$ cat src/rtl/descrambler_pkg.sv
// Shared constants, rate decoding and sync FSM state for the multirate x^58 + x^39 + 1 descrambler.
package descrambler_pkg;

  localparam logic [1:0] RATE_QUARTER = 2'b00;
  localparam logic [1:0] RATE_HALF    = 2'b01;
  localparam logic [1:0] RATE_FULL    = 2'b10;

  localparam int DEF_POLY_LEN = 58;
  localparam int DEF_TAP      = 39;

  typedef enum logic {
    FLUSH  = 1'b0,
    SYNCED = 1'b1
  } sync_state_t;

  // 2'b11 aliases the full rate.
  function automatic int rate_width(input logic [1:0] rate, input int maxwidth);
    case (rate)
      RATE_QUARTER: return maxwidth / 4;
      RATE_HALF:    return maxwidth / 2;
      default:      return maxwidth;
    endcase
  endfunction

endpackage

$ cat src/rtl/descr_word_core.sv
// Combinational word step of the self-synchronising descrambler: descrambles the low i_width
// bits of i_din against the history and returns the history advanced by i_width bits.
module descr_word_core #(
  parameter int MAXWIDTH = 32,
  parameter int POLY_LEN = 58,
  parameter int TAP      = 39,
  parameter int WW       = $clog2(MAXWIDTH + 1)
) (
  input  logic [POLY_LEN-1:0] i_hist,
  input  logic [MAXWIDTH-1:0] i_din,
  input  logic [WW-1:0]       i_width,
  output logic [MAXWIDTH-1:0] o_dout,
  output logic [MAXWIDTH-1:0] o_din_w,
  output logic [POLY_LEN-1:0] o_hist
);

  localparam int EXT_W = POLY_LEN + MAXWIDTH;

  logic [MAXWIDTH-1:0] w_mask;
  logic [EXT_W-1:0]    w_ext;

  // History MSB is the most recent bit, so w_ext[m] is stream bit (n + m - POLY_LEN).
  always_comb begin
    w_mask = '0;
    for (int k = 0; k < MAXWIDTH; k++) begin
      w_mask[k] = (k < int'(i_width));
    end
    w_ext  = {i_din & w_mask, i_hist};
    o_dout = '0;
    for (int k = 0; k < MAXWIDTH; k++) begin
      o_dout[k] = w_mask[k] & (w_ext[POLY_LEN+k] ^ w_ext[POLY_LEN+k-TAP] ^ w_ext[k]);
    end
  end

  assign o_din_w = i_din & w_mask;
  assign o_hist  = POLY_LEN'(w_ext >> i_width);

endmodule

$ cat src/rtl/multirate_descrambler.sv
// Multirate x^58 + x^39 + 1 descrambler with sync gating and bypass.
// Define DESCR_PIPE_EN to add a second output register stage (latency 2).
module multirate_descrambler
  import descrambler_pkg::*;
#(
  parameter int MAXWIDTH = 32,
  parameter int POLY_LEN = DEF_POLY_LEN,
  parameter int TAP      = DEF_TAP
) (
  input  logic                clk,
  input  logic                reset,
  input  logic [1:0]          rate,
  input  logic                bypass,
  input  logic                din_valid,
  input  logic [MAXWIDTH-1:0] din,
  output logic                dout_valid,
  output logic [MAXWIDTH-1:0] dout,
  output logic                synced
);

  localparam int WW = $clog2(MAXWIDTH + 1);
  localparam int FW = $clog2(POLY_LEN + MAXWIDTH + 1);
  localparam logic [FW-1:0] FILL_FULL = FW'(POLY_LEN);

  function automatic logic [FW-1:0] sat_fill(input logic [FW-1:0] a, input logic [FW-1:0] b);
    logic [FW-1:0] s;
    s = a + b;
    return (s >= FILL_FULL) ? FILL_FULL : s;
  endfunction

  sync_state_t         r_state;
  logic [1:0]          r_rate_q;
  logic [POLY_LEN-1:0] r_hist;
  logic [FW-1:0]       r_fill;
  logic [MAXWIDTH-1:0] r_dout_p1;
  logic                r_vld_p1;
  logic                r_synced_p1;

  logic [WW-1:0]       w_width;
  logic                w_rate_chg;
  logic [POLY_LEN-1:0] w_hist_in;
  logic [FW-1:0]       w_fill_nxt;
  logic [MAXWIDTH-1:0] w_core_dout;
  logic [MAXWIDTH-1:0] w_din_w;
  logic [POLY_LEN-1:0] w_core_hist;
  logic                w_release;
  logic [MAXWIDTH-1:0] w_dout_sel;

  // A rate change restarts from an empty history; a word in that cycle is the first one in.
  assign w_width    = WW'(rate_width(rate, MAXWIDTH));
  assign w_rate_chg = (rate != r_rate_q);
  assign w_hist_in  = w_rate_chg ? '0 : r_hist;
  assign w_fill_nxt = sat_fill(w_rate_chg ? '0 : r_fill, FW'(w_width));
  assign w_release  = din_valid & (bypass | ((r_state == SYNCED) & ~w_rate_chg));
  assign w_dout_sel = bypass ? w_din_w : w_core_dout;

  descr_word_core #(
    .MAXWIDTH (MAXWIDTH),
    .POLY_LEN (POLY_LEN),
    .TAP      (TAP),
    .WW       (WW)
  ) u_core (
    .i_hist  (w_hist_in),
    .i_din   (din),
    .i_width (w_width),
    .o_dout  (w_core_dout),
    .o_din_w (w_din_w),
    .o_hist  (w_core_hist)
  );

  // ---- stage p1: history, fill, sync FSM and output register
  always_ff @(posedge clk or negedge reset) begin
    if (!reset) begin
      r_state     <= FLUSH;
      r_rate_q    <= RATE_QUARTER;
      r_hist      <= '0;
      r_fill      <= '0;
      r_dout_p1   <= '0;
      r_vld_p1    <= 1'b0;
      r_synced_p1 <= 1'b0;
    end else begin
      r_rate_q <= rate;
      if (w_rate_chg) begin
        r_hist  <= '0;
        r_fill  <= '0;
        r_state <= FLUSH;
      end
      if (din_valid) begin
        r_hist <= w_core_hist;
        r_fill <= w_fill_nxt;
        if (w_fill_nxt >= FILL_FULL) begin
          r_state <= SYNCED;
        end
      end
      r_synced_p1 <= (r_state == SYNCED) & ~w_rate_chg;
      r_vld_p1    <= w_release;
      if (w_release) begin
        r_dout_p1 <= w_dout_sel;
      end
    end
  end

`ifdef DESCR_PIPE_EN
  logic [MAXWIDTH-1:0] r_dout_p2;
  logic                r_vld_p2;
  logic                r_synced_p2;

  // ---- stage p2: optional retiming register
  always_ff @(posedge clk or negedge reset) begin
    if (!reset) begin
      r_dout_p2   <= '0;
      r_vld_p2    <= 1'b0;
      r_synced_p2 <= 1'b0;
    end else begin
      r_dout_p2   <= r_dout_p1;
      r_vld_p2    <= r_vld_p1;
      r_synced_p2 <= r_synced_p1;
    end
  end

  assign dout       = r_dout_p2;
  assign dout_valid = r_vld_p2;
  assign synced     = r_synced_p2;
`else
  assign dout       = r_dout_p1;
  assign dout_valid = r_vld_p1;
  assign synced     = r_synced_p1;
`endif

endmodule
$ cat config.mk
export PLATFORM = sky130hd
export DESIGN_NAME = multirate_descrambler
export DESIGN_NICKNAME = d
export VERILOG_FILES = /design/src/rtl/descrambler_pkg.sv /design/src/rtl/descr_word_core.sv /design/src/rtl/multirate_descrambler.sv
export SDC_FILE = /design/constraint.sdc
export NUM_CORES = 1
export LEC_CHECK = 0
export BUFFER_PORTS_ARGS = -buffer_cell sky130_fd_sc_hd__buf_2
export CORE_ASPECT_RATIO = 0.8
export CORE_MARGIN = 1.5
export CORE_UTILIZATION = 50
export CTS_CLUSTER_SIZE = 30
export DETAILED_ROUTE_END_ITERATION = 10
export PLACE_DENSITY_LB_ADDON = 0.3
export RECOVER_POWER = 100
export SYNTH_ARGS = -nofsm -noshare
export SYNTH_HDL_FRONTEND = slang
export SYNTH_SLANG_ARGS = --single-unit
$ cat constraint.sdc
create_clock -name clk -period 4.2 [get_ports clk]
set_input_delay 0.21 -clock clk [delete_from_list [all_inputs] [get_ports clk]]
set_output_delay 0.21 -clock clk [all_outputs]
set_load 0.03 [all_outputs]
* After elaboration in Yosys (flattened, before gate mapping)
Index checks and enable logic that the tools add are counted.
** Cells by class
- Add/sub/neg operators :: 1
- Magnitude comparators :: 34
- Equal/unequal tests :: 2
- Shifts and indexed selects :: 1
- Muxes and demuxes :: 10
- Bitwise logic cells :: 101
- Reductions and logical operators :: 1
** Operator list (number)
- 58-bit two-way mux :: 2
- 5-bit by 6-bit < comparator with 1-bit output (first input constant) :: 16
- 90-bit by 6-bit >> shifter with 58-bit output :: 1
- 1-bit bitwise XOR :: 64
- 4-bit by 6-bit < comparator with 1-bit output (first input constant) :: 8
- 1-bit AND :: 34
- 32-bit AND :: 1
- 32-bit two-way mux :: 1
- 3-bit by 6-bit < comparator with 1-bit output (first input constant) :: 4
- 7-bit two-way mux :: 3
- 7-bit by 6-bit greater-or-equal comparator with 1-bit output (second input constant) :: 2
- 1-bit by 6-bit < comparator with 1-bit output (first input constant) :: 2
- 2-bit by 6-bit < comparator with 1-bit output (first input constant) :: 2
- 6-bit one-hot mux with 2 select lines :: 1
- 7-bit by 6-bit adder with 7-bit output :: 1
- 1-bit two-way mux :: 3
- 2-bit by 1-bit equality test with 1-bit output (second input constant) :: 1
- 2-bit logical NOT :: 1
- 2-bit inequality test :: 1
- 1-bit inverter :: 1
- 1-bit bitwise OR :: 1
** Word-level totals
- Register bits after elaboration :: 102
- Output and inout port bits :: 34

* Logic depth before layout (Yosys ltp)
- Word-level depth :: 8
- Gate-level depth with buffers :: 13

* Hierarchy
From an unflattened synthesis, not the netlist that was laid out.
** Second synthesis, totals
- Cells, all modules :: 1341
- Area, all modules :: 12460.7 µm²
** Modules (own cells, without submodules)
- descr_word_core :: instances 1, cells an instance 991, area an instance 7649.8 µm²
- multirate_descrambler :: instances 1, cells an instance 350, area an instance 4810.9 µm²

* Worst setup path before layout
No wires, ideal clock.
- Kind :: input to register
- From :: in rate[1]
- To :: reg r_fill[3]
- Arrival time :: 2.489 ns
- Data required time :: 4.055 ns
- Slack :: 1.566 ns
- Cell stages on the path :: 11
- Path buffers :: 3
- Cell sequence :: buf_2 > clkbuf_1 > nor2_1 > clkbuf_1 > inv_1 > ha_1 > ha_1 > a21oi_1 > a2111o_1 > a21oi_1 > o221ai_1
** Between the ends
- Word-level cells in the longest chain between the ends :: 6
** Ends and longest elaborated chain
- from (decl) :: line multirate_descrambler.sv:12 : input logic [1:0] rate,
- 2-bit by 1-bit equality test with 1-bit output (tied with other cells) :: line descrambler_pkg.sv:18 : case (rate)
- 6-bit one-hot mux with 2 select lines / 7-bit two-way mux (equally long branches)
- 7-bit by 6-bit adder with 7-bit output :: line multirate_descrambler.sv:27 : s = a + b;
- 7-bit by 6-bit greater-or-equal comparator with 1-bit output :: line multirate_descrambler.sv:28 : return (s >= FILL_FULL) ? FILL_FULL : s;
- 7-bit two-way mux :: line multirate_descrambler.sv:28
- 7-bit two-way mux * :: line multirate_descrambler.sv:88 : if (din_valid) begin
- to (signal assigned) :: line multirate_descrambler.sv:90 : r_fill <= w_fill_nxt;
- to (decl) :: line multirate_descrambler.sv:34 : logic [FW-1:0] r_fill;
Mark *: on every way between the ends. The rest lies on a longest branch, timed or not.
A chain may end at the register's enable or synchronous reset.

* Worst setup path after layout
- From :: in rate[1]
- To :: reg r_hist[18]
** Between the ends
- Word-level cells in the longest chain between the ends :: 6
** Ends and longest elaborated chain
- 2-bit by 1-bit equality test with 1-bit output / 2-bit logical NOT (equally long branches) :: line descrambler_pkg.sv:18
- 6-bit one-hot mux with 2 select lines :: line descrambler_pkg.sv:18
- 1-bit by 6-bit < comparator with 1-bit output (tied with other cells) :: line descr_word_core.sv:26 : w_mask[k] = (k < int'(i_width));
- 32-bit AND :: line descr_word_core.sv:28 : w_ext = {i_din & w_mask, i_hist};
- 90-bit by 6-bit >> shifter with 58-bit output :: line descr_word_core.sv:36 : assign o_hist = POLY_LEN'(w_ext >> i_width);
- 58-bit two-way mux * :: line multirate_descrambler.sv:88
- to (signal assigned) :: line multirate_descrambler.sv:89 : r_hist <= w_core_hist;
- to (decl) :: line multirate_descrambler.sv:33 : logic [POLY_LEN-1:0] r_hist;
Marks and branches as above.

==> impl_metrics.tcl <==
set metrics [dict create \
    routedWlPerCell_um 26.0 \
    syn_to_final_growth_pct 10.4 \
    crit_required_ps 4410 \
    cts_buffers 9 \
    fin_area_mm2 0.00748 \
    nets 830 \
    track_usage 0.367 \
    async_flop_share 1.00 \
    h-tree-depth 3 \
    routed_via_density 6.96 \
    slew-limit-headroom -0.251 \
    status "complete, but fails checks" \
    wirelength_mm 25.2 \
    portBuffers 71 \
    maxCapViolCount 2 \
    synthAdderAreaFrac 0.0103 \
    syn_avg_cell_area_um2 8.84 \
    synthMuxAreaShare 0.0554 \
    cts-root-buf "clkbuf_16" \
    fin_crit_ps 3640 \
    hold_viol_final 0 \
    crit_fanout 29 \
    yosys.area_share.xor_xnor 0.0903 \
    fmax_ghz 0.274 \
    drc_errors 0 \
    powerDensity_mw_per_mm2 374 \
    synth-simple-area-share 0.151 \
    post-route-period-util 0.867 \
    syn_area_mm2 0.00677 \
    cts_setup_buffers 0 \
    worst_ir_drop_vdd_uv 207 \
    drt_iter0_drc 796 \
    synth_compound_area_frac 0.261 \
    grt_pass1_vias 6437 \
    synth_top_family_by_area "compound AO/OA/AOI/OAI gates" \
    gp_congestion 0.941 \
    cts_buffer_depth 2 \
    vias 6729 \
    synth_edf_count 0 \
    cts_tree "yes" \
    synth-seq-cells 101 \
    skew_ps 8.72 \
    hold_path_class "input port to flop" \
    clk_pin_slew_ps 70 \
    antenna_found_initial 0 \
    p_leak_nw 2.90 \
    timing.final.ws_setup_ps 557 \
    grt_max_degree 68 \
    syn_nets 809 \
    worst-setup-path-type "input port to flop" \
    core_mm2 0.0131 \
    synth-seq-area-share 0.373 \
    gr-total-overflow 0 \
    die-area_mm2 0.0143 \
    synthDistinctLibCells 63 \
    grt_pass1_wl_mm 39.0 \
    placed_area_mm2 0.00723 \
    clock_sinks 101 \
    synth_flop_cell "dfrtp_1" \
    antenna_cells 0 \
    pin_count 72 \
    yosysWarnings 0 \
    start_kind "input port" \
    syn_inst 766 \
    finalMaxSlewViolations 104 \
    fp.dieH_um 107 \
    initial_utilization 0.519 \
    end_kind "flop" \
    fp.dieW_um 133 \
    finalHoldWorstSlack_ps 184 \
    cts_hold_buf 0 \
    cp.arrival_ps 3850 \
    dp_hpwl_mm 17.3 \
    dr.pass1.iters 5 \
    rows 37 \
    drive_gt1_frac 0.119 \
    tns_ps 0 \
    post_cts_resized 0 \
    ant_nets 0 \
    place_worst_setup_slack_ps 988 \
    rsz0062_at_grt "no" \
    tightest_slew_ps 1880 \
    clkLatencyLatePin_ps 360 \
    violations "capacitance limit, slew limit" \
    setup-violations-final 0 \
]
[cell usage after synthesis, types with 6 or more instances]
master	n	share of area
dfrtp_1	101	0.37
nor3_1	7	0.0052
inv_1	18	0.010
o31ai_1	17	0.019
buf_2	18	0.013
nor4_1	33	0.030
o21ai_0	52	0.038
nand2_1	99	0.055
mux2i_1	24	0.035
a22oi_1	9	0.010
mux2_2	12	0.020
o22ai_1	6	0.0055
a32oi_1	15	0.019
nand3_1	23	0.017
a31oi_1	10	0.0092
xnor2_1	65	0.084
a21oi_1	35	0.026
clkbuf_1	55	0.030
and2_1	8	0.0074
nor2_1	11	0.0061
a22o_1	8	0.010
o211ai_1	8	0.0089
buf_1	6	0.0033
a221o_1	8	0.012
o221ai_1	18	0.023
o311ai_0	8	0.010
a32o_1	14	0.021
[metrics by stage]
stage | util | total power [W] | std cells
floorplan | - | 0.00166 | 766
global placement | 0.554 | 0.00193 | 951
finish | 0.573 | 0.00279 | 967
CTS | 0.577 | 0.00280 | 967
global route | 0.573 | 0.00290 | 967
detailed placement | 0.554 | 0.00194 | 951
[worst max-delay path, cell delays in order]
cell and delay (ps):
clkbuf_1 1040, nor2_1 260, inv_1 280, ha_1 290, clkinv_1 450, clkbuf_1 540, a22o_1 350, a222oi_1 270
o32ai_1 150
[report_power, final]
part	switching, W	internal (W)	leakage (nW)
Clock	0.000401	0.000464	0.146
Sequential	0.000115	0.00107	1.32
Combinational	0.000511	0.000237	1.44
[registers in the layout, indices dropped and copies added (netlist names)]
| register | flops |
|---|---|
| r_fill | 6 |
| dout_valid | 1 |
| r_state | 1 |
| r_rate_q | 2 |
| dout | 32 |
| synced | 1 |
| r_hist | 58 |
[cell families (layout without fill, tap and decap cells)]
group,Yosys count,count (layout)
flip-flops,101,101
AND/OR/NAND/NOR,207,207
buffers and inverters,101,127
multiplexers,36,36
XOR/XNOR,69,69
adder cells (fa/ha/maj),5,5
AO/OA/AOI/OAI,247,247
[layout by cell type, fill, tap and decap left out, drive strengths merged, types with 4 or more instances in the layout]
| cell | instances |
|---|---|
| clkinv | 7 |
| nand3 | 23 |
| a22o | 8 |
| buf | 50 |
| or3b | 5 |
| o31ai | 17 |
| nor3 | 8 |
| nor2 | 11 |
| ha | 4 |
| o221ai | 18 |
| o21a | 4 |
| o41ai | 4 |
| and2 | 8 |
| a32oi | 15 |
| a31oi | 10 |
| a21oi | 35 |
| clkbuf | 48 |
| inv | 20 |
| nor4 | 33 |
| o311ai | 8 |
| mux2 | 12 |
| o22ai | 6 |
| a32o | 14 |
| nand2 | 99 |
| o211ai | 8 |
| a22oi | 9 |
| a221oi | 4 |
| o21ai | 55 |
| mux2i | 24 |
| xnor2 | 66 |
| dfrtp | 101 |
| a221o | 8 |
| nor4b | 4 |
[area by class of cell]
cell class	count	area, um^2
fill	1216	5580
multi-input combinational	564	3910
sequential	101	2530
timing repair buffer	89	439
clock buffer	9	225
tap	175	219
inverter	22	82.6
clock inverter	7	73.8
[layer usage]
layer  vias to the layer above  track usage  wire [um]
li1                       2920            -          -
met1                      3245        0.493       9910
met2                       465        0.547      10900
met3                        99        0.108       3170
met4                         0        0.170       1180
met5                         -            0          0
[path summary, 6_finish.rpt]
| check | start | slack (ps) | cells after the start | endpoint |
|---|---|---|---|---|
| max | rate[1] | 560 | 9 | r_hist[18] |
| min | din[19] | 180 | 3 | r_hist[29] |
| min in group asynchronous | reset | 310 | 1 | dout[9] |
| max in group asynchronous | reset | 1380 | 2 | r_hist[25] |
| max reg2reg | r_rate_q[0] | 870 | 8 | r_fill[3] |
| min reg2reg | dout[4] | 480 | 2 | dout[4] |
Power figures use the tool's default switching activity.
